===== src/rtl/fifo_wr_arbiter.sv =====
// Round-robin arbiter merging four beat sources into one FIFO write port, bursts capped at MAX_BURST.
// Latency: an accepted beat is written to the FIFO one cycle after acceptance; one idle cycle between grants.
// Backpressure: f_prog_full or f_full deasserts s_ready for the granted source without releasing the grant.
module fifo_wr_arbiter #(
  parameter int MAX_BURST = 16
) (
  input  logic         clk,
  input  logic         rst_n,
  input  logic [3:0]   s_valid,
  input  logic [511:0] s_data,
  input  logic [3:0]   s_last,
  output logic [3:0]   s_ready,
  output logic [127:0] f_din,
  output logic [15:0]  f_dinp,
  output logic         f_wr_en,
  input  logic         f_full,
  input  logic         f_prog_full,
  output logic [3:0]   grant,
  output logic         ovf_err
);

  typedef enum logic {
    IDLE = 1'b0,
    XFER = 1'b1
  } state_t;

  localparam logic [7:0] MAX_CNT = 8'(MAX_BURST);

  state_t       state;
  logic [1:0]   gidx;
  logic [1:0]   rr_ptr;
  logic [7:0]   beat_cnt;

  logic         fifo_ok;
  logic         accept;
  logic         beat_last;
  logic         burst_end;
  logic [127:0] beat_data;
  logic         pick_vld;
  logic [1:0]   pick_idx;
  logic [1:0]   cand;

  // Only the owner is ever offered ready; the FIFO flags gate it combinationally.
  assign fifo_ok   = (state == XFER) && !f_prog_full && !f_full;
  assign s_ready   = grant & {4{fifo_ok}};
  assign accept    = |(s_valid & s_ready);
  assign beat_data = s_data[{gidx, 7'd0} +: 128];
  assign beat_last = s_last[gidx];
  assign burst_end = beat_last || ((beat_cnt + 8'd1) == MAX_CNT);

  // Round-robin pick: first valid source at or above rr_ptr, wrapping mod 4.
  // Scanning from the far end means the nearest requester is written last and wins.
  always_comb begin
    pick_vld = 1'b0;
    pick_idx = rr_ptr;
    cand     = rr_ptr;
    for (int k = 3; k >= 0; k--) begin
      cand = rr_ptr + 2'(k);
      if (s_valid[cand]) begin
        pick_vld = 1'b1;
        pick_idx = cand;
      end
    end
  end

  // Arbitration FSM with registered FIFO write port and sticky overflow flag.
  always_ff @(posedge clk or negedge rst_n) begin
    if (!rst_n) begin
      state    <= IDLE;
      grant    <= 4'd0;
      gidx     <= 2'd0;
      rr_ptr   <= 2'd0;
      beat_cnt <= 8'd0;
      f_wr_en  <= 1'b0;
      f_din    <= 128'd0;
      f_dinp   <= 16'd0;
      ovf_err  <= 1'b0;
    end else begin
      f_wr_en <= accept;
      if (accept) begin
        f_din  <= beat_data;
        f_dinp <= {13'd0, beat_last, gidx};
      end
      if (f_wr_en && f_full) begin
        ovf_err <= 1'b1;
      end
      case (state)
        IDLE: begin
          if (pick_vld) begin
            state    <= XFER;
            grant    <= 4'b0001 << pick_idx;
            gidx     <= pick_idx;
            beat_cnt <= 8'd0;
          end
        end
        XFER: begin
          if (accept) begin
            beat_cnt <= beat_cnt + 8'd1;
            if (burst_end) begin
              state  <= IDLE;
              grant  <= 4'd0;
              rr_ptr <= gidx + 2'd1;
            end
          end
        end
        default: state <= IDLE;
      endcase
    end
  end

endmodule


===== config.mk =====
export PLATFORM = sky130hd
export DESIGN_NAME = fifo_wr_arbiter
export DESIGN_NICKNAME = d
export VERILOG_FILES = /design/src/rtl/fifo_wr_arbiter.sv
export SDC_FILE = /design/constraint.sdc
export NUM_CORES = 1
export LEC_CHECK = 0
export BUFFER_PORTS_ARGS = -buffer_cell sky130_fd_sc_hd__clkbuf_2
export CELL_PAD_IN_SITES_DETAIL_PLACEMENT = 1
export CELL_PAD_IN_SITES_GLOBAL_PLACEMENT = 1
export CORE_AREA = 2 2 264 266
export DETAILED_ROUTE_END_ITERATION = 10
export DIE_AREA = 0 0 266 268
export PLACE_DENSITY_LB_ADDON = 0.1
export SYNTH_ARGS = -nofsm -noshare
export SYNTH_HDL_FRONTEND = slang
export SYNTH_SLANG_ARGS = --single-unit

===== constraint.sdc =====
create_clock -name clk -period 2.5 [get_ports clk]
set_input_delay 0.375 -clock clk [delete_from_list [all_inputs] [get_ports clk]]
set_output_delay 0.375 -clock clk [all_outputs]
set_load 0.02 [all_outputs]

After elaboration in Yosys (flattened, before gate mapping) --
Index checks and enable logic that the tools add are counted.
Storage, ports and cells: register bits after elaboration 150, input bits 524, output and inout bits 154
Operators by class: order comparisons 5, bitwise operators 3, muxes and demuxes 29, equal/unequal tests 4, shift-type cells 2, reduce and logical (&&, ||, !) cells 11, add/sub/neg operators 5
Operators with widths (number):
- indexed part select 512 x 10 -> 128 bit | 1
- two-way mux 8 bit | 2
- one-hot mux 8 bit (2 select lines) | 1
- < comparator 2 x 3 -> 1 bit (second input constant) | 5
- two-way mux 1 bit | 12
- two-way mux 4 bit | 3
- binary-select mux 1 bit (select 2 bit) | 5
- adder 8 x 1 -> 8 bit (second input constant) | 1
- AND 4 bit | 2
- == test 8 x 5 -> 1 bit (second input constant) | 1
- two-way mux 2 bit | 4
- one-hot mux 4 bit (2 select lines) | 1
- AND reduction 3 bit | 2
- adder 2 x 1 -> 2 bit (second input constant) | 2
- adder 2 bit (second input constant) | 2
- inequality test 2 x 1 -> 1 bit (second input constant) | 2
- AND reduction 2 bit | 2
- OR reduction 4 bit | 1
- << shifter 1 x 2 -> 4 bit (first input constant) | 1
- logical AND 1 bit | 3
- logical NOT 1 bit | 2
- inequality test 2 bit (second input constant) | 1
- one-hot mux 1 bit (2 select lines) | 1
- logical OR 1 bit | 1
- inverter 1 bit | 1

Logic depth before layout (Yosys ltp) --
depth in word-level cells 10, mapped depth 7, gate-level depth less buffers 6

Least setup slack after synthesis --
OpenSTA, ideal clock, no wires.
path kind register to register, start point register beat_cnt[0], end point register rr_ptr[1], arrival time 1.778 ns, slack 0.594 ns, stages on the path, launching flop included 8, buffers on the path 1, required time 2.372 ns, period minus slack after synthesis 1.906 ns, cells stage by stage dfrtp_1 ha_1 and3_1 buf_2 xor2_1 o2bb2ai_2 a41oi_2 mux2_1
Between the ends: longest elaborated chain between the ends 4
RTL lines:
- from (decl) | RTL line 32 | logic [7:0] beat_cnt;
- from (signal assigned) | RTL line 98 | beat_cnt <= beat_cnt + 8'd1;
- adder 8 x 1 -> 8 bit | RTL line 49 | assign burst_end = beat_last || ((beat_cnt + 8'd1) == MAX_CNT);
- == test 8 x 5 -> 1 bit | RTL line 49
- logical OR 1 bit | RTL line 49
- AND reduction 3 bit (no line)
- to (signal assigned) | RTL line 102 | rr_ptr <= gidx + 2'd1;
- to (decl) | RTL line 31 | logic [1:0] rr_ptr;
No other way between the ends. A chain may end at the register's enable or synchronous reset.

Worst setup path after layout --
start point register state, end point output s_ready[1]
Between the ends: longest elaborated chain between the ends 3
RTL lines:
- from (decl) | RTL line 29 | state_t state;
- from (signal assigned) | RTL line 69 | state <= IDLE;
- from (signal assigned) | RTL line 90 | state <= XFER;
- from (signal assigned) | RTL line 100 | state <= IDLE;
- logical AND 1 bit (2 in series) | RTL line 44 | assign fifo_ok = (state == XFER) && !f_prog_full && !f_full;
- AND 4 bit | RTL line 45 | assign s_ready = grant & {4{fifo_ok}};
- to (decl) | RTL line 12 | output logic [3:0] s_ready,
No other way between the ends.

==> metrics.txt <==
run status=finished, final reports clean; height of the die=268 um; VDD IR-drop max=0.4376 mV; Synth Area per Inst=10.90 um2; DRC errors left=0; endpoint type of the worst setup path=output port; IO buf count=664; capture endpoint of the worst hold path=ovf_err; CTS-repair resized insts=0; estimated wirelength of the detail-placed design=37290 um; standby leakage power=7.208 nW; boundary pin count=678; DR WL/cell=19.23 um; share of synthesized flip-flops with an asynchronous set or reset=100.0%; kind of path behind the tightest hold check=primary input to flop; start point of the worst hold path=f_full; data arrival at the endpoint of the critical path=1.82 ns; number of buffers inserted during clock tree synthesis=17; number of antenna-violating nets in the routed design=0; PD cells=900.4 mW/mm2; setup repair after global routing missed its margin=false; number of max-slew violations in the final report=0; number of placement rows=96; sum of overflow across all layers after global routing=0; Root Driver=sky130_fd_sc_hd__clkbuf_16; pin count of the biggest net entering global routing=71; wire length of the first global-routing pass=65010 um; prevailing post-synth register cell=sky130_fd_sc_hd__dfrtp_1; fraction of final layout cells with drive strength greater than 1=57.60%; number of global-route vias before repair=9949; routability congestion estimate from global placement=0.7513; die area=0.07129 mm2; cell area after synthesis=0.009153 mm2; synthesis warning total=0; flip-flop and latch count after synthesis=150; starting density of the core=13.42%; post-synth cell types=46; Total Negative Setup Slacks=0 ns; post-CTS clock slew at the launch and capture registers of the worst setup and hold paths=0.06 ns; number of levels the H-tree was split into=4; Max Clock Freq=0.4548 GHz; max_slew headroom=57.16%; sequential-to-total area share from yosys stat=41.01%; category of the critical setup timing path=flop to output port; Sink Count=150; R2R Path Start=beat_cnt[0]; fin util=20.71%; critical path required time=2.12 ns; pin slew with the least headroom to its limit=0.6427 ns; number of buffers on the longest clock path=2; CTS tree=done; Final Hold Violating Endpoints=0; maximum clock skew at final layout=0.006969 ns; worst-path maximum fanout=7; share of the cycle needed by the critical path after routing=87.95%; placed instance area=0.01356 mm2; floorplan core area=0.06823 mm2; die boundary width=266 um; net count of the finished layout=2007; post-synthesis cell count=840; count of cells along the worst hold path=2; number of vias in the routed layout=9119; overall track demand over capacity in global routing=12.54%; Antenna Cells=0; min cycle time layout=2.199 ns; Detailed Route Iter0 Violations=262; worst-case hold slack=0.1444 ns; Reg2Reg Depth=6; Startpoint Class=flop; final-report setup violation count=0; fillers=8103; post-route standard cell area excluding fillers=0.01413 mm2; source-to-sink clock delay at the later pin of the worst-skew pair=0.47 ns; buffers inserted by post-CTS timing repair=0; number of antenna violations at the first check in global routing=2; critical register-to-register path endpoint=grant[3]; count of flip-flops with a built-in enable after synthesis=0; number of iterations in the first detailed-routing pass=6; Max-Cap Viols=0; slack of the worst reg-to-reg path=0.41 ns; via/cell ratio=3.840; routed wire length=45660 um; area overhead of the layout relative to synthesis=54.38%
placed cells by master, fill, tap and decap left out, types with 2 or more instances in the layout:
cell,n
sky130_fd_sc_hd__o31ai_1,2
sky130_fd_sc_hd__a21oi_1,5
sky130_fd_sc_hd__mux4_2,129
sky130_fd_sc_hd__buf_12,10
sky130_fd_sc_hd__clkbuf_1,2
sky130_fd_sc_hd__nor3b_1,3
sky130_fd_sc_hd__clkbuf_8,2
sky130_fd_sc_hd__nand3_1,3
sky130_fd_sc_hd__and2_1,5
sky130_fd_sc_hd__nand2_1,403
sky130_fd_sc_hd__dfrtp_1,148
sky130_fd_sc_hd__buf_4,11
sky130_fd_sc_hd__nor2_1,7
sky130_fd_sc_hd__clkbuf_2,663
sky130_fd_sc_hd__xor2_1,2
sky130_fd_sc_hd__a22o_1,2
sky130_fd_sc_hd__clkinvlp_4,2
sky130_fd_sc_hd__clkbuf_16,17
sky130_fd_sc_hd__inv_1,6
sky130_fd_sc_hd__mux2_2,5
sky130_fd_sc_hd__dfrtp_4,2
sky130_fd_sc_hd__o21ai_0,11
sky130_fd_sc_hd__bufinv_16,2
sky130_fd_sc_hd__clkinv_2,4
sky130_fd_sc_hd__and4_4,2
sky130_fd_sc_hd__and3_1,2
sky130_fd_sc_hd__conb_1,13
sky130_fd_sc_hd__o22ai_1,4
cell families (layout without fill, tap and decap cells):
family,count (synthesis),count (layout),share of synthesized area (%)
compound gates,35,35,2.926
xor+xnor,3,3,0.3692
fa+ha+maj,1,1,0.1367
buf+inv,82,723,4.415
flops,150,150,41.01
mux,136,136,32.59
other cells,1,13,0.04097
simple gates,432,432,18.51
report_power, final:
part           total, mW  switching (mW)  internal [mW]
clock network       2.63            1.13           1.50
logic               6.04            3.71           2.33
registers           4.05           0.621           3.43
total               12.7            5.46           7.26
synth_stat cells, drive strengths merged, types with 5 or more instances:
master / instances / area (um2)
a21oi: 5 / 25.02
and2: 6 / 37.54
buf: 49 / 280.3
clkbuf: 26 / 97.59
dfrtp: 150 / 3754
inv: 7 / 26.27
mux2: 6 / 67.56
mux4: 129 / 2905
nand2: 403 / 1513
nor2: 7 / 26.28
o21ai: 12 / 63.81
routing by layer:
metal	track usage [%]	vias up	wire (um)
li1	-	4206	-
met1	13.69	4465	17560
met2	22.79	415	23600
met3	4.499	31	3712
met4	3.614	2	773
met5	0	-	13
critical path, stage by stage, from the launching register on:
cell and delay [ns]:
sky130_fd_sc_hd__dfrtp_1 0.46, sky130_fd_sc_hd__nor3b_2 0.37, sky130_fd_sc_hd__buf_4 0.21, sky130_fd_sc_hd__and2_1 0.13, sky130_fd_sc_hd__clkbuf_2 0.19
through the flow:
step | instances | worst slack [ns] | power (mW)
2_1_floorplan | 852 | 0.5942 | 7.526
3_3_place_gp | 2344 | 0.3860 | 10.37
3_5_place_dp | 2344 | 0.3648 | 10.38
4_1_cts | 2375 | 0.2346 | 13.18
5_1_grt | 2375 | 0.1781 | 13.72
6_report | 2375 | 0.3012 | 12.72
worst max-delay path by stage:
stage	startpoint	cells after the start	to	slack, ns
after CTS	state	4	s_ready[1]	0.23
after global placement	s_valid[1]	6	grant[1]	0.39
after floorplan	beat_cnt[0]	7	rr_ptr[1]	0.59
after detailed placement	s_valid[1]	6	grant[2]	0.36
final	state	4	s_ready[1]	0.30
after global routing	state	4	s_ready[0]	0.18
repair_timing:
action / 4_1_cts / 5_1_grt
hold buffers: 1 / 0
endpoints found under the setup margin: 0 / 0
endpoints found under the hold margin: 40 / 0
registers in the layout, summed over array words and instances, names as in the netlist:
name and count:
beat_cnt 8, f_din 128, f_dinp 3, f_wr_en 1
gidx 2, grant 4, ovf_err 1, rr_ptr 2
state 1
area by class of cell:
class	instances	area, um2	area share (%)
clock buffer	21	460.4	3.259
inverter	7	31.28	0.2214
timing repair buffer	686	3622	25.64
sequential	150	3761	26.62
multi-input combinational	620	5047	35.72
clock inverter	9	103.9	0.7350
tap	882	1104	7.810
Note: power is estimated with default switching activity, not from simulation.
